--- config.mk ---
export PLATFORM = sky130hd
export DESIGN_NAME = mem_arbiter_flat
export DESIGN_NICKNAME = d
export VERILOG_FILES = /design/src/rtl/mem_arb_pkg.sv /design/src/rtl/mem_arbiter_if.sv /design/src/rtl/mem_arb_pick.sv /design/src/rtl/mem_arbiter.sv /design/src/flat_wrapper.sv
export SDC_FILE = /design/constraint.sdc
export NUM_CORES = 1
export LEC_CHECK = 0
export BUFFER_PORTS_ARGS = -buffer_cell sky130_fd_sc_hd__buf_2
export CORE_MARGIN = 5
export CORE_UTILIZATION = 45
export DETAILED_ROUTE_END_ITERATION = 12
export PLACE_DENSITY = 0.77
export SLEW_MARGIN = 40
export SYNTH_ARGS = -nofsm -noshare
export SYNTH_HDL_FRONTEND = slang
export SYNTH_SLANG_ARGS = --single-unit
--- constraint.sdc ---
create_clock -name clk -period 2.7 [get_ports clk]
set_input_delay 0 -clock clk [delete_from_list [all_inputs] [get_ports clk]]
set_output_delay 0 -clock clk [all_outputs]
set_load 0.02 [all_outputs]
--- src/rtl/mem_arb_pkg.sv ---
// Shared types and defaults for the CPU/DMA memory arbiter.
// Holds the FSM state encoding, the owner encoding and the parameter defaults.
package mem_arb_pkg;

    localparam int DEF_ADDR_W  = 32;
    localparam int DEF_DATA_W  = 32;
    localparam int DEF_MEM_LAT = 1;
    // Counter width covers the legal MEM_LAT range of 1..7.
    localparam int CNT_W       = 3;

    typedef enum logic [1:0] {
        ST_IDLE   = 2'd0,
        ST_ACCESS = 2'd1,
        ST_RESP   = 2'd2
    } state_t;

    typedef enum logic {
        OWN_CPU = 1'b0,
        OWN_DMA = 1'b1
    } owner_t;

endpackage

--- src/rtl/mem_arbiter_if.sv ---
// Bus bundle for the arbiter: CPU port, DMA port, shared memory port and busy.
// slave is the arbiter's view; master is the requesters' and memory's view.
interface mem_arbiter_if import mem_arb_pkg::*; #(
    parameter int ADDR_W = DEF_ADDR_W,
    parameter int DATA_W = DEF_DATA_W
) ();

    logic              cpu_req;
    logic              cpu_we;
    logic [ADDR_W-1:0] cpu_addr;
    logic [DATA_W-1:0] cpu_wdata;
    logic [DATA_W-1:0] cpu_rdata;
    logic              cpu_ready;

    logic              dma_req;
    logic              dma_we;
    logic [ADDR_W-1:0] dma_addr;
    logic [DATA_W-1:0] dma_wdata;
    logic [DATA_W-1:0] dma_rdata;
    logic              dma_ready;

    logic [ADDR_W-1:0] mem_addr;
    logic              mem_we;
    logic [DATA_W-1:0] mem_wdata;
    logic [DATA_W-1:0] mem_rdata;

    logic              busy;

    modport slave (
        input  cpu_req, cpu_we, cpu_addr, cpu_wdata,
        output cpu_rdata, cpu_ready,
        input  dma_req, dma_we, dma_addr, dma_wdata,
        output dma_rdata, dma_ready,
        output mem_addr, mem_we, mem_wdata,
        input  mem_rdata,
        output busy
    );

    modport master (
        output cpu_req, cpu_we, cpu_addr, cpu_wdata,
        input  cpu_rdata, cpu_ready,
        output dma_req, dma_we, dma_addr, dma_wdata,
        input  dma_rdata, dma_ready,
        input  mem_addr, mem_we, mem_wdata,
        output mem_rdata,
        input  busy
    );

endinterface

--- src/rtl/mem_arb_pick.sv ---
// Combinational winner selection between the CPU and DMA requesters.
// MEM_ARB_RR_EN: alternate on contention using last_owner; otherwise CPU wins.
module mem_arb_pick import mem_arb_pkg::*; (
    input  logic   cpu_req,
    input  logic   dma_req,
`ifdef MEM_ARB_RR_EN
    input  owner_t last_owner,
`endif
    output logic   grant,
    output owner_t winner
);

    always_comb begin
        grant = cpu_req | dma_req;
`ifdef MEM_ARB_RR_EN
        if (cpu_req && dma_req)
            winner = (last_owner == OWN_CPU) ? OWN_DMA : OWN_CPU;
        else
            winner = cpu_req ? OWN_CPU : OWN_DMA;
`else
        winner = cpu_req ? OWN_CPU : OWN_DMA;
`endif
    end

endmodule

--- src/rtl/mem_arbiter.sv ---
// Two-port (CPU, DMA) arbiter in front of a single-port memory with MEM_LAT read latency.
// Optional MEM_ARB_RR_EN: round-robin on contention instead of fixed CPU priority.
module mem_arbiter import mem_arb_pkg::*; #(
    parameter int ADDR_W  = DEF_ADDR_W,
    parameter int DATA_W  = DEF_DATA_W,
    parameter int MEM_LAT = DEF_MEM_LAT
) (
    input logic          clk,
    input logic          rst,
    mem_arbiter_if.slave bus
);

    state_t            state;
    state_t            next_state;
    owner_t            owner_q;
    logic              we_q;
    logic [ADDR_W-1:0] addr_q;
    logic [DATA_W-1:0] wdata_q;
    logic [CNT_W-1:0]  cnt;
    logic [DATA_W-1:0] cpu_rdata_q;
    logic [DATA_W-1:0] dma_rdata_q;
    logic              grant;
    owner_t            winner;

`ifdef MEM_ARB_RR_EN
    owner_t last_owner;

    always_ff @(posedge clk or negedge rst) begin
        if (!rst)
            last_owner <= OWN_DMA;
        else if (state == ST_IDLE && grant)
            last_owner <= winner;
    end
`endif

    mem_arb_pick u_pick (
        .cpu_req    (bus.cpu_req),
        .dma_req    (bus.dma_req),
`ifdef MEM_ARB_RR_EN
        .last_owner (last_owner),
`endif
        .grant      (grant),
        .winner     (winner)
    );

    // NOTE: sequential state uses non-blocking assignments so every register
    // samples pre-edge values regardless of process evaluation order.
    always_ff @(posedge clk or negedge rst) begin
        if (!rst)
            state <= ST_IDLE;
        else
            state <= next_state;
    end

    always_ff @(posedge clk or negedge rst) begin
        if (!rst) begin
            owner_q     <= OWN_CPU;
            we_q        <= 1'b0;
            addr_q      <= '0;
            wdata_q     <= '0;
            cnt         <= '0;
            cpu_rdata_q <= '0;
            dma_rdata_q <= '0;
        end else begin
            case (state)
                ST_IDLE: begin
                    if (grant) begin
                        owner_q <= winner;
                        we_q    <= (winner == OWN_CPU) ? bus.cpu_we    : bus.dma_we;
                        addr_q  <= (winner == OWN_CPU) ? bus.cpu_addr  : bus.dma_addr;
                        wdata_q <= (winner == OWN_CPU) ? bus.cpu_wdata : bus.dma_wdata;
                        cnt     <= CNT_W'(MEM_LAT);
                    end
                end
                ST_ACCESS: begin
                    cnt <= cnt - 1'b1;
                    // Read data lands straight in the owner's port register; stores leave it alone.
                    if (cnt == CNT_W'(1) && !we_q) begin
                        if (owner_q == OWN_CPU)
                            cpu_rdata_q <= bus.mem_rdata;
                        else
                            dma_rdata_q <= bus.mem_rdata;
                    end
                end
                default: ;
            endcase
        end
    end

    // NOTE: every output of this block gets a default first so no path leaves
    // a signal unassigned, which would otherwise infer a latch.
    always_comb begin
        next_state    = state;
        bus.mem_addr  = '0;
        bus.mem_wdata = '0;
        bus.mem_we    = 1'b0;
        bus.cpu_ready = 1'b0;
        bus.dma_ready = 1'b0;
        bus.busy      = (state != ST_IDLE);
        case (state)
            ST_IDLE: begin
                if (grant)
                    next_state = ST_ACCESS;
            end
            ST_ACCESS: begin
                bus.mem_addr  = addr_q;
                bus.mem_wdata = wdata_q;
                // The counter still holds MEM_LAT only in the first ACCESS cycle.
                bus.mem_we    = we_q && (cnt == CNT_W'(MEM_LAT));
                if (cnt == CNT_W'(1))
                    next_state = ST_RESP;
            end
            ST_RESP: begin
                bus.cpu_ready = (owner_q == OWN_CPU);
                bus.dma_ready = (owner_q == OWN_DMA);
                next_state    = ST_IDLE;
            end
            default: next_state = ST_IDLE;
        endcase
    end

    assign bus.cpu_rdata = cpu_rdata_q;
    assign bus.dma_rdata = dma_rdata_q;

endmodule

--- src/flat_wrapper.sv ---
// flat-port wrapper written by rule: the top's interface ports become plain ports
module mem_arbiter_flat import mem_arb_pkg::*;
#(
    parameter int ADDR_W  = DEF_ADDR_W,
    parameter int DATA_W  = DEF_DATA_W,
    parameter int MEM_LAT = DEF_MEM_LAT
)
  (clk, rst, bus_cpu_req, bus_cpu_we, bus_cpu_addr, bus_cpu_wdata, bus_cpu_rdata, bus_cpu_ready, bus_dma_req, bus_dma_we, bus_dma_addr, bus_dma_wdata, bus_dma_rdata, bus_dma_ready, bus_mem_addr, bus_mem_we, bus_mem_wdata, bus_mem_rdata, bus_busy);
  mem_arbiter_if #(.ADDR_W(ADDR_W), .DATA_W(DATA_W)) bus_i ();
  input logic clk;
  input logic rst;
  input wire logic [$bits(bus_i.cpu_req)-1:0] bus_cpu_req;
  input wire logic [$bits(bus_i.cpu_we)-1:0] bus_cpu_we;
  input wire logic [$bits(bus_i.cpu_addr)-1:0] bus_cpu_addr;
  input wire logic [$bits(bus_i.cpu_wdata)-1:0] bus_cpu_wdata;
  output wire logic [$bits(bus_i.cpu_rdata)-1:0] bus_cpu_rdata;
  output wire logic [$bits(bus_i.cpu_ready)-1:0] bus_cpu_ready;
  input wire logic [$bits(bus_i.dma_req)-1:0] bus_dma_req;
  input wire logic [$bits(bus_i.dma_we)-1:0] bus_dma_we;
  input wire logic [$bits(bus_i.dma_addr)-1:0] bus_dma_addr;
  input wire logic [$bits(bus_i.dma_wdata)-1:0] bus_dma_wdata;
  output wire logic [$bits(bus_i.dma_rdata)-1:0] bus_dma_rdata;
  output wire logic [$bits(bus_i.dma_ready)-1:0] bus_dma_ready;
  output wire logic [$bits(bus_i.mem_addr)-1:0] bus_mem_addr;
  output wire logic [$bits(bus_i.mem_we)-1:0] bus_mem_we;
  output wire logic [$bits(bus_i.mem_wdata)-1:0] bus_mem_wdata;
  input wire logic [$bits(bus_i.mem_rdata)-1:0] bus_mem_rdata;
  output wire logic [$bits(bus_i.busy)-1:0] bus_busy;
  assign bus_i.cpu_req = bus_cpu_req;
  assign bus_i.cpu_we = bus_cpu_we;
  assign bus_i.cpu_addr = bus_cpu_addr;
  assign bus_i.cpu_wdata = bus_cpu_wdata;
  assign bus_cpu_rdata = bus_i.cpu_rdata;
  assign bus_cpu_ready = bus_i.cpu_ready;
  assign bus_i.dma_req = bus_dma_req;
  assign bus_i.dma_we = bus_dma_we;
  assign bus_i.dma_addr = bus_dma_addr;
  assign bus_i.dma_wdata = bus_dma_wdata;
  assign bus_dma_rdata = bus_i.dma_rdata;
  assign bus_dma_ready = bus_i.dma_ready;
  assign bus_mem_addr = bus_i.mem_addr;
  assign bus_mem_we = bus_i.mem_we;
  assign bus_mem_wdata = bus_i.mem_wdata;
  assign bus_i.mem_rdata = bus_mem_rdata;
  assign bus_busy = bus_i.busy;
  mem_arbiter #(.ADDR_W(ADDR_W), .DATA_W(DATA_W), .MEM_LAT(MEM_LAT)) u_core (.clk(clk), .rst(rst), .bus(bus_i));
endmodule
==> impl_metrics.toml <==
[cts]
clock_latency_ns = 0.41
path_clk_slew_ns = 0.06
clockBufferDepth = 2
htree_levels = 4
hold_buffers = 163
cts_sinks = 135
numCtsBuffers = 17
cts_tree = "yes"
post-cts-setup-buffers = 0
ctsResizeCount = 0
root_buffer = "clkbuf_16"

[place]
port_buffers = 297
dp_slack_ns = 0.661
post-place-cells = 907
gp_congestion = 0.779
dp_hpwl_mm = 12.4

[yosys]
synthesis.nets = 618
synth_top_family_by_area = "multiplexers"
synth_seq_cells = 135
synth.area.mux_share = 0.356
synth.avg_cell_area_um2 = 14.4
synth.distinct_cells = 27
synthTopCellsByArea = "dfrtp_1 52%, mux2_2 28%, mux2_4 7.4%"
synth_xor_area_frac = 0.00135
synth_adder_area_share = 0.00386
yosysTopAreaCellShare = 0.521
yosysWarnings = 0
synthSimpleGateAreaFrac = 0.0794
ys_seq_area_frac = 0.521
synth_compound_area_frac = 0.00618
synthCells = 450
yosys.area.top_type = "dfrtp_1"
synth_area_mm2 = 0.00648

[timing]
worst_pin_slew_ns = 0.646
setup_viol = 0
fin_tns_setup_ns = 0
drv_slew = 0
fin_worst_skew_ns = 0.00456
setup_ws_ns = 0.612
post-route-period-util = 0.773
finalCriticalPeriod_ns = 2.09
relSlewSlack = 0.570
rsz0062_at_grt = "false"
hold_viol_final = 0
fmax_ghz = 0.479

[routing]
viasPerCell = 4.99
routed-via-count = 5500
routed_wl_mm = 21.1
wl_per_cell_um = 19.1
postRouteAntennaNets = 0
drt_iter0_drc = 193
first_pass_iters = 6
drc = 0

[global_route]
grtUsageMet3 = 0.0757
groute.layer.met1.usage = 0.267
grt_max_degree = 71
grt_busiest_layer = "met2"
grt_pass1_wl_mm = 32.3
overflow = 0
grt_pass1_vias = 6190
use_met2 = 0.451
grt_usage = 0.250
antenna_found_initial = 0

[run]
maxCapViolations = 0

[cells_and_area]
layout.nets = 1077
layoutNonFillerInstCount = 1102
n_antenna_cell = 0
drive_gt1_frac = 0.579
fill_cells = 846
syn_to_final_growth_pct = 59.6

[power_and_ir_drop]
p_leak_uw = 0.00508
p_per_area_mw_per_mm2 = 1150
vdd_ir_drop_max_uv = 822

[setup_path]
cp_cell_sequence = "nor2b_4 -> buf_4 -> and2_1 -> buf_2"
worstPathMaxFanout = 33
worstSetupPathType = "flip-flop to output port"
path_delay_family = "simple AND/OR/NAND/NOR gates"
cp_slowest_cell = "nor2b_4"
cp_num_buf_inv = 2
critPathLaunchType = "flip-flop"
required_ns = 2.70
crit_path_max_incr_delay_ns = 0.55
cp-end-kind = "output port"
r2r_setup_slack_ns = 0.65
cp.arrival_ns = 2.09

[floorplan]
die_height_um = 130
die_w_um = 130
core_mm2 = 0.0140
row_count = 43
io_pins = 298
start_util = 0.463
die_area_mm2 = 0.0169

[worst_hold_path]
hp-class = "input port to flip-flop"

[outcome]
outcome = "complete, no violations"
layout make-up:
| type | count | area [um2] | share of cell area |
|---|---|---|---|
| repair buffers | 468 | 3210 | 0.310 |
| inverters | 3 | 11.3 | 0.00109 |
| flip-flops and latches | 135 | 3380 | 0.327 |
| well taps | 180 | 225 | 0.0218 |
| clock inverters | 14 | 183 | 0.0177 |
| multi-input cells | 284 | 2910 | 0.281 |
| clock buffers | 18 | 429 | 0.0415 |
synth_stat cells:
cell,instances
mux2_2,161
dfrtp_1,135
and2_1,65
mux2_4,32
clkbuf_1,9
buf_2,8
buf_6,5
nor2_1,5
a21oi_1,3
buf_4,3
buf_8,3
inv_1,3
ha_1,2
nor2b_1,2
o21ai_0,2
and3b_1,1
and4bb_4,1
mux2_1,1
nand2_1,1
nand2_2,1
nand2b_1,1
nand3b_1,1
nand3b_4,1
nor3b_1,1
o21a_2,1
o22ai_1,1
xor2_1,1
sequential cells by signal (all words and copies together) (netlist names):
name	count
u_core.addr_q	32
u_core.bus.cpu_rdata	32
u_core.bus.dma_rdata	32
u_core.cnt	3
u_core.owner_q	1
u_core.state	2
u_core.wdata_q	32
u_core.we_q	1
logic make-up after synthesis:
family,count (synthesis)
adders and majority gates,2
muxes,194
xor gates and xnor gates,1
AOI/OAI and AO/OA,7
DFF,135
and+or+nand+nor,80
buffers and inverters,31
layout by cell type, fill, tap and decap left out:
master         netlist  final
o21a_2               1      1
buf_6                5      1
nand2b_1             1      1
and2_1              65     65
and4bb_4             1      1
bufinv_16            0      4
mux2_1               1      1
clkbuf_16            0     17
buf_2                8    296
nor2_1               5      5
nor2b_4              0      1
dfrtp_1            135    135
a21oi_1              3      3
o22ai_1              1      1
clkbuf_1             9      1
nand2_4              0      1
nand3b_4             1      1
nand2_1              1      1
clkinvlp_4           0      2
buf_4                3      6
xor2_1               1      1
clkinv_2             0      6
mux2_2             161    161
inv_1                3      3
nor2b_1              2      1
mux2_4              32     32
nor3b_1              1      1
nand3b_1             1      1
dlygate4sd3_1        0    163
ha_1                 2      2
o21ai_0              2      2
clkinv_4             0      2
buf_12               0      2
and3b_1              1      1
metal layers:
layer,vias to the layer above,routed length [um]
met5,-,0
met4,0,769
met3,61,1750
met2,269,10800
met1,2685,7750
li1,2485,-
report_power, final:
part | switching (uW) | internal (uW) | total (uW) | leakage, uW
sequential | 627 | 3080 | 3710 | 0.00158
clock | 853 | 1540 | 2390 | 0.000299
combinational | 3070 | 2690 | 5760 | 0.00320
worst reg2reg max path, cell delays in order (launching register included):
cell	delay [ns]
dfrtp_1	0.37
inv_1	0.08
ha_1	0.17
and4bb_4	0.30
nand3b_4	0.50
mux2_4	0.52
path summary, 6_finish.rpt:
check | from | to | cells past startpoint
hold / removal | bus_dma_addr[7] | u_core.addr_q[7] | 3
setup / recovery | u_core.state[0] | bus_mem_addr[22] | 4
hold reg to reg | u_core.addr_q[12] | u_core.addr_q[12] | 1
max in group asynchronous | rst | u_core.bus.cpu_rdata[22] | 3
min in group asynchronous | rst | u_core.bus.dma_rdata[27] | 2
setup reg to reg | u_core.cnt[1] | u_core.bus.dma_rdata[27] | 5
through the flow:
step,area [um2],util,total power (uW),hold slack (ns)
floorplan,6480,-,7360,-0.296
global placement,8090,0.579,8960,0.0190
detailed placement,8090,0.579,9140,0.0348
CTS,10300,0.739,11800,0.0178
global route,10300,0.739,12500,0.0248
finish,10300,0.739,11900,0.0330
Note: power is estimated with default switching activity, not from simulation.
